$ cat config.mk
export PLATFORM = sky130hd
export DESIGN_NAME = saida_serial_seq_uc
export DESIGN_NICKNAME = d
export VERILOG_FILES = /design/src/rtl/saida_serial_pkg.sv /design/src/rtl/saida_serial_timeout.sv /design/src/rtl/saida_serial_seq_uc.sv
export SDC_FILE = /design/constraint.sdc
export NUM_CORES = 1
export LEC_CHECK = 0
export ABC_CLOCK_PERIOD_IN_PS = 4000
export BUFFER_PORTS_ARGS = -buffer_cell sky130_fd_sc_hd__buf_2
export CAP_MARGIN = 15
export CORE_AREA = 5 5 42 44
export DETAILED_ROUTE_END_ITERATION = 12
export DIE_AREA = 0 0 47 49
export MAX_ROUTING_LAYER = met4
export PLACE_DENSITY = 0.72
export SYNTH_ARGS = -nofsm -noshare
export SYNTH_HDL_FRONTEND = slang
export SYNTH_SLANG_ARGS = --single-unit
$ cat constraint.sdc
create_clock -name clock -period 4 [get_ports clock]
set_input_delay 0.4 -clock clock [delete_from_list [all_inputs] [get_ports clock]]
set_output_delay 0.4 -clock clock [all_outputs]
set_load 0.03 [all_outputs]
$ cat src/rtl/saida_serial_pkg.sv
// saida_serial_pkg: state encoding and width helper for the serial-output control unit
package saida_serial_pkg;
  typedef enum logic [3:0] {
    INICIAL    = 4'b0000,
    PREPARA    = 4'b0001,
    DISPARA    = 4'b0010,
    ESPERA     = 4'b0011,
    INCREMENTA = 4'b0100,
    FIM        = 4'b0101,
    ABORTA     = 4'b0110
  } estado_t;
  function automatic int clog2(input int v);
    int r;
    r = 0;
    while ((1 << r) < v) r++;
    return r;
  endfunction
endpackage

$ cat src/rtl/saida_serial_timeout.sv
// saida_serial_timeout: loadable cycle counter flagging TIMEOUT-1 as terminal count
module saida_serial_timeout
  import saida_serial_pkg::*;
#(
  parameter int TIMEOUT = 8,
  localparam int W = clog2(TIMEOUT + 1)
) (
  input  logic         clock,
  input  logic         reset_n,
  input  logic         clear,
  input  logic         load,
  input  logic         enable,
  input  logic [W-1:0] valor,
  output logic         fim
);
  logic [W-1:0] cont;
  always_ff @(posedge clock or negedge reset_n)
    if (!reset_n) cont <= '0;
    else if (clear) cont <= '0;
    else if (load) cont <= valor;
    else if (enable) cont <= cont + 1'b1;
  assign fim = cont == W'(TIMEOUT - 1);
endmodule

$ cat src/rtl/saida_serial_seq_uc.sv
// saida_serial_seq_uc: sequences up to N_PALAVRAS words through the serial mux into the transmitter
module saida_serial_seq_uc
  import saida_serial_pkg::*;
#(
  parameter int N_PALAVRAS = 4,
  parameter int TIMEOUT = 0,
  localparam int SEL_W = clog2(N_PALAVRAS)
) (
  input  logic             clock,
  input  logic             reset_n,
  input  logic             inicio,
  input  logic [SEL_W:0]   quantidade,
  input  logic             continuo,
  input  logic             cancela,
  input  logic             serial_enviado,
  output logic             partida,
  output logic [SEL_W-1:0] selecao_mux,
  output logic             ocupado,
  output logic             pronto,
  output logic             abortado,
  output logic [3:0]       db_estado
);
  localparam logic [SEL_W:0] QTD_MAX = (SEL_W + 1)'(N_PALAVRAS);
  estado_t estado, proximo;
  logic [SEL_W:0] qtd;
  logic [SEL_W-1:0] indice;
  logic ultimo, estouro;
  assign ultimo = {1'b0, indice} == qtd - 1'b1;
  generate
    if (TIMEOUT != 0) begin : g_to
      saida_serial_timeout #(.TIMEOUT(TIMEOUT)) u_to (
        .clock(clock),
        .reset_n(reset_n),
        .clear(estado == PREPARA || estado == INCREMENTA),
        .load(1'b0),
        .enable(estado == ESPERA),
        .valor('0),
        .fim(estouro)
      );
    end else begin : g_sem_to
      assign estouro = 1'b0;
    end
  endgenerate
  always_ff @(posedge clock or negedge reset_n)
    if (!reset_n) begin
      estado <= INICIAL;
      qtd <= '0;
      indice <= '0;
    end else begin
      estado <= proximo;
      if (estado == INICIAL && inicio) qtd <= quantidade > QTD_MAX ? QTD_MAX : quantidade;
      // index only advances on a clean, non-final handshake so the mux never glitches
      if (estado == PREPARA) indice <= '0;
      else if (estado == ESPERA && !cancela && serial_enviado && !ultimo) indice <= indice + 1'b1;
    end
  always_comb begin
    proximo = INICIAL;
    case (estado)
      INICIAL:    proximo = inicio ? PREPARA : INICIAL;
      PREPARA:    proximo = cancela ? ABORTA : qtd == '0 ? FIM : DISPARA;
      DISPARA:    proximo = cancela ? ABORTA : ESPERA;
      ESPERA:     proximo = cancela ? ABORTA : serial_enviado ? (ultimo ? FIM : INCREMENTA) : estouro ? ABORTA : ESPERA;
      INCREMENTA: proximo = cancela ? ABORTA : DISPARA;
      FIM:        proximo = continuo ? PREPARA : INICIAL;
      default:    proximo = INICIAL;
    endcase
  end
  assign partida = estado == DISPARA;
  assign pronto = estado == FIM;
  assign abortado = estado == ABORTA;
  assign ocupado = estado != INICIAL;
  assign selecao_mux = indice;
  assign db_estado = estado;
endmodule

==> results.ini <==
[routing]
wl_per_cell_um = 12.6
drt-total-wl_um = 1200
drt_iter0_drc = 7
firstDrtPassIters = 3
num_vias = 482
drc = 0
ant_nets = 0
vias_per_cell = 5.07

[clock_network]
cts_resized = 0
clkSinkCount = 8
cts_tree = done
cts_setup_buffers = 0
ctsLongestPathBuffers = 2
htree_levels = 1
clk_pin_slew_worst_paths_ps = 50
insertion_delay_ps = 250
numCtsBuffers = 3
clock_tree.root_cell = clkbuf_4

[synthesis]
syn_area_um2 = 596
synth_edf_count = 0
synthArstFlopShare_pct = 100
ys.flop_type = dfrtp_1
synth_cell_types = 33
synth_seq_cells = 8
synth_seq_area_share_pct = 33.6
avgSynthCellArea_um2 = 9.61
yosysWarnings = 0
syn_nets = 73
synthCells = 62

[sta]
finalSetupTns_ps = 0
rsz0062_at_grt = no
finClkSkew_ps = 0.907
finalSetupViolations = 0
maxSlewViolCount = 0
min_period_over_period_pct = 45.4
holdWs_ps = 396
hold_viol = 0
period_minus_slack_ps = 1820
fmax_mhz = 550
setup_slack_ps = 2180

[placed_design]
hpwl_um = 938
gp_congestion = 0.729
place_ws_ps = 2480
io_buffers = 17

[worst_setup_path]
cp-start-kind = flip-flop
path_class = flip-flop to primary output
r2r_end = db_estado[0]
worstPathArrival_ps = 1420
endpoint_kind = primary output
worst-path-max-fanout = 11
cp.required_ps = 3600
r2r_slack_ps = 2550
r2r-start = qtd[0]
worst_r2r_path_depth = 6

[floorplanning]
die-area_um2 = 2300
start_util_pct = 42.5
num_rows = 14
fp.dieW_um = 47
dieHeight_um = 49
core_um2 = 1400
num_io_pins = 19

[flow_run]
drv_cap = 0

[hold_path]
hold_depth = 3
hold_start = quantidade[1]
hold_path.class = input pin to flip-flop
min_to = qtd[1]

[global_routing]
grt_pass1_vias = 453
grt_max_degree = 13
grt_overflow_total = 0
grt_pass1_wl_um = 1960
antenna_found_initial = 0
track_usage_pct = 12.5

[status]
run_status = finished clean

[power_and_ir_drop]
peakVddDrop_v = 0.000293
power_density_nw_per_um2 = 794
leakage_nw = 0.346

[finish]
final_common_cell = buf_2
nets = 92
area_delta_synth_final_pct = 16.8
drive_gt1_share_pct = 34.2
num-fill-cells = 145
final_cell_mix = 17 x buf_2, 8 x dfrtp_1, 5 x nand2_1, 4 x o21ai_1, 4 x nor2_1
insertedDiodeCount = 0

## sequential cells by signal (all words and copies together) (netlist names)
register	count
selecao_mux	2
db_estado	3
qtd	3
## what timing repair did
action,CTS,global route
hold buffers,1,0
endpoints found under the hold margin,8,0
setup endpoints to repair,0,0
## worst max path at each step
stage | startpoint | endpoint | depth (start not counted)
CTS | db_estado[2] | pronto | 3
detailed placement | db_estado[2] | pronto | 3
finish | db_estado[2] | pronto | 3
global placement | db_estado[2] | pronto | 3
floorplan | db_estado[2] | pronto | 3
global route | db_estado[2] | pronto | 3
## critical path: stages (launching register included)
cell,delay [ps]
dfrtp_1,570
inv_1,170
nor3b_1,200
buf_2,220
## synthesized netlist by cell type (all sizes together) (2+ instances only)
library cell | instances | area [µm²]
inv | 3 | 11.3
mux2i | 2 | 20.0
buf | 4 | 37.5
nand3b | 3 | 22.5
o21ai | 5 | 25.0
and3 | 2 | 17.5
nand2 | 6 | 30.0
ha | 2 | 25.0
xor2 | 2 | 17.5
nand3 | 3 | 20.0
nor2 | 5 | 26.3
nor3b | 3 | 27.5
dfrtp | 8 | 200
nand2b | 2 | 12.5
## routing by layer
layer  track usage (%)  part of all wire (%)
met5                 -                     0
met4              6.91                   1.7
met3              5.54                   7.8
met2              17.4                    45
met1              14.7                    46
## final cells by class
cell class	instances	area (µm²)	share of cell area (%)
Timing Repair Buffer	18	95.1	13.7
Inverter	3	11.3	1.62
Clock buffer	3	22.5	3.24
Tap cell	16	20.0	2.88
Sequential cell	8	200	28.8
Multi-Input combinational cell	47	347	49.8
## cells by family after synthesis
group | after synthesis | share of synthesized area, %
other | 1 | 0.630
XOR/XNOR | 3 | 4.41
AND/OR/NAND/NOR | 28 | 33.0
AO/OA/AOI/OAI | 10 | 10.1
flip-flops | 8 | 33.6
multiplexers | 3 | 5.88
buffers and inverters | 7 | 8.19
adder cells (fa/ha/maj) | 2 | 4.20
## per-stage QoR
stage               power, mW  cell area (µm²)  instances  util [%]
floorplan               0.440              596         62         -
global placement        0.484              663         91      47.3
detailed placement      0.496              663         91      47.3
CTS                     0.560              696         95      49.6
global route            0.599              696         95      49.6
finish                  0.553              696         95      49.6
## power by group
group	internal [mW]	switching (mW)	leakage, nW
combinational	0.123	0.183	0.231
sequential	0.115	0.0724	0.102
clock	0.0342	0.0254	0.0138
Power figures use the tool's default switching activity.
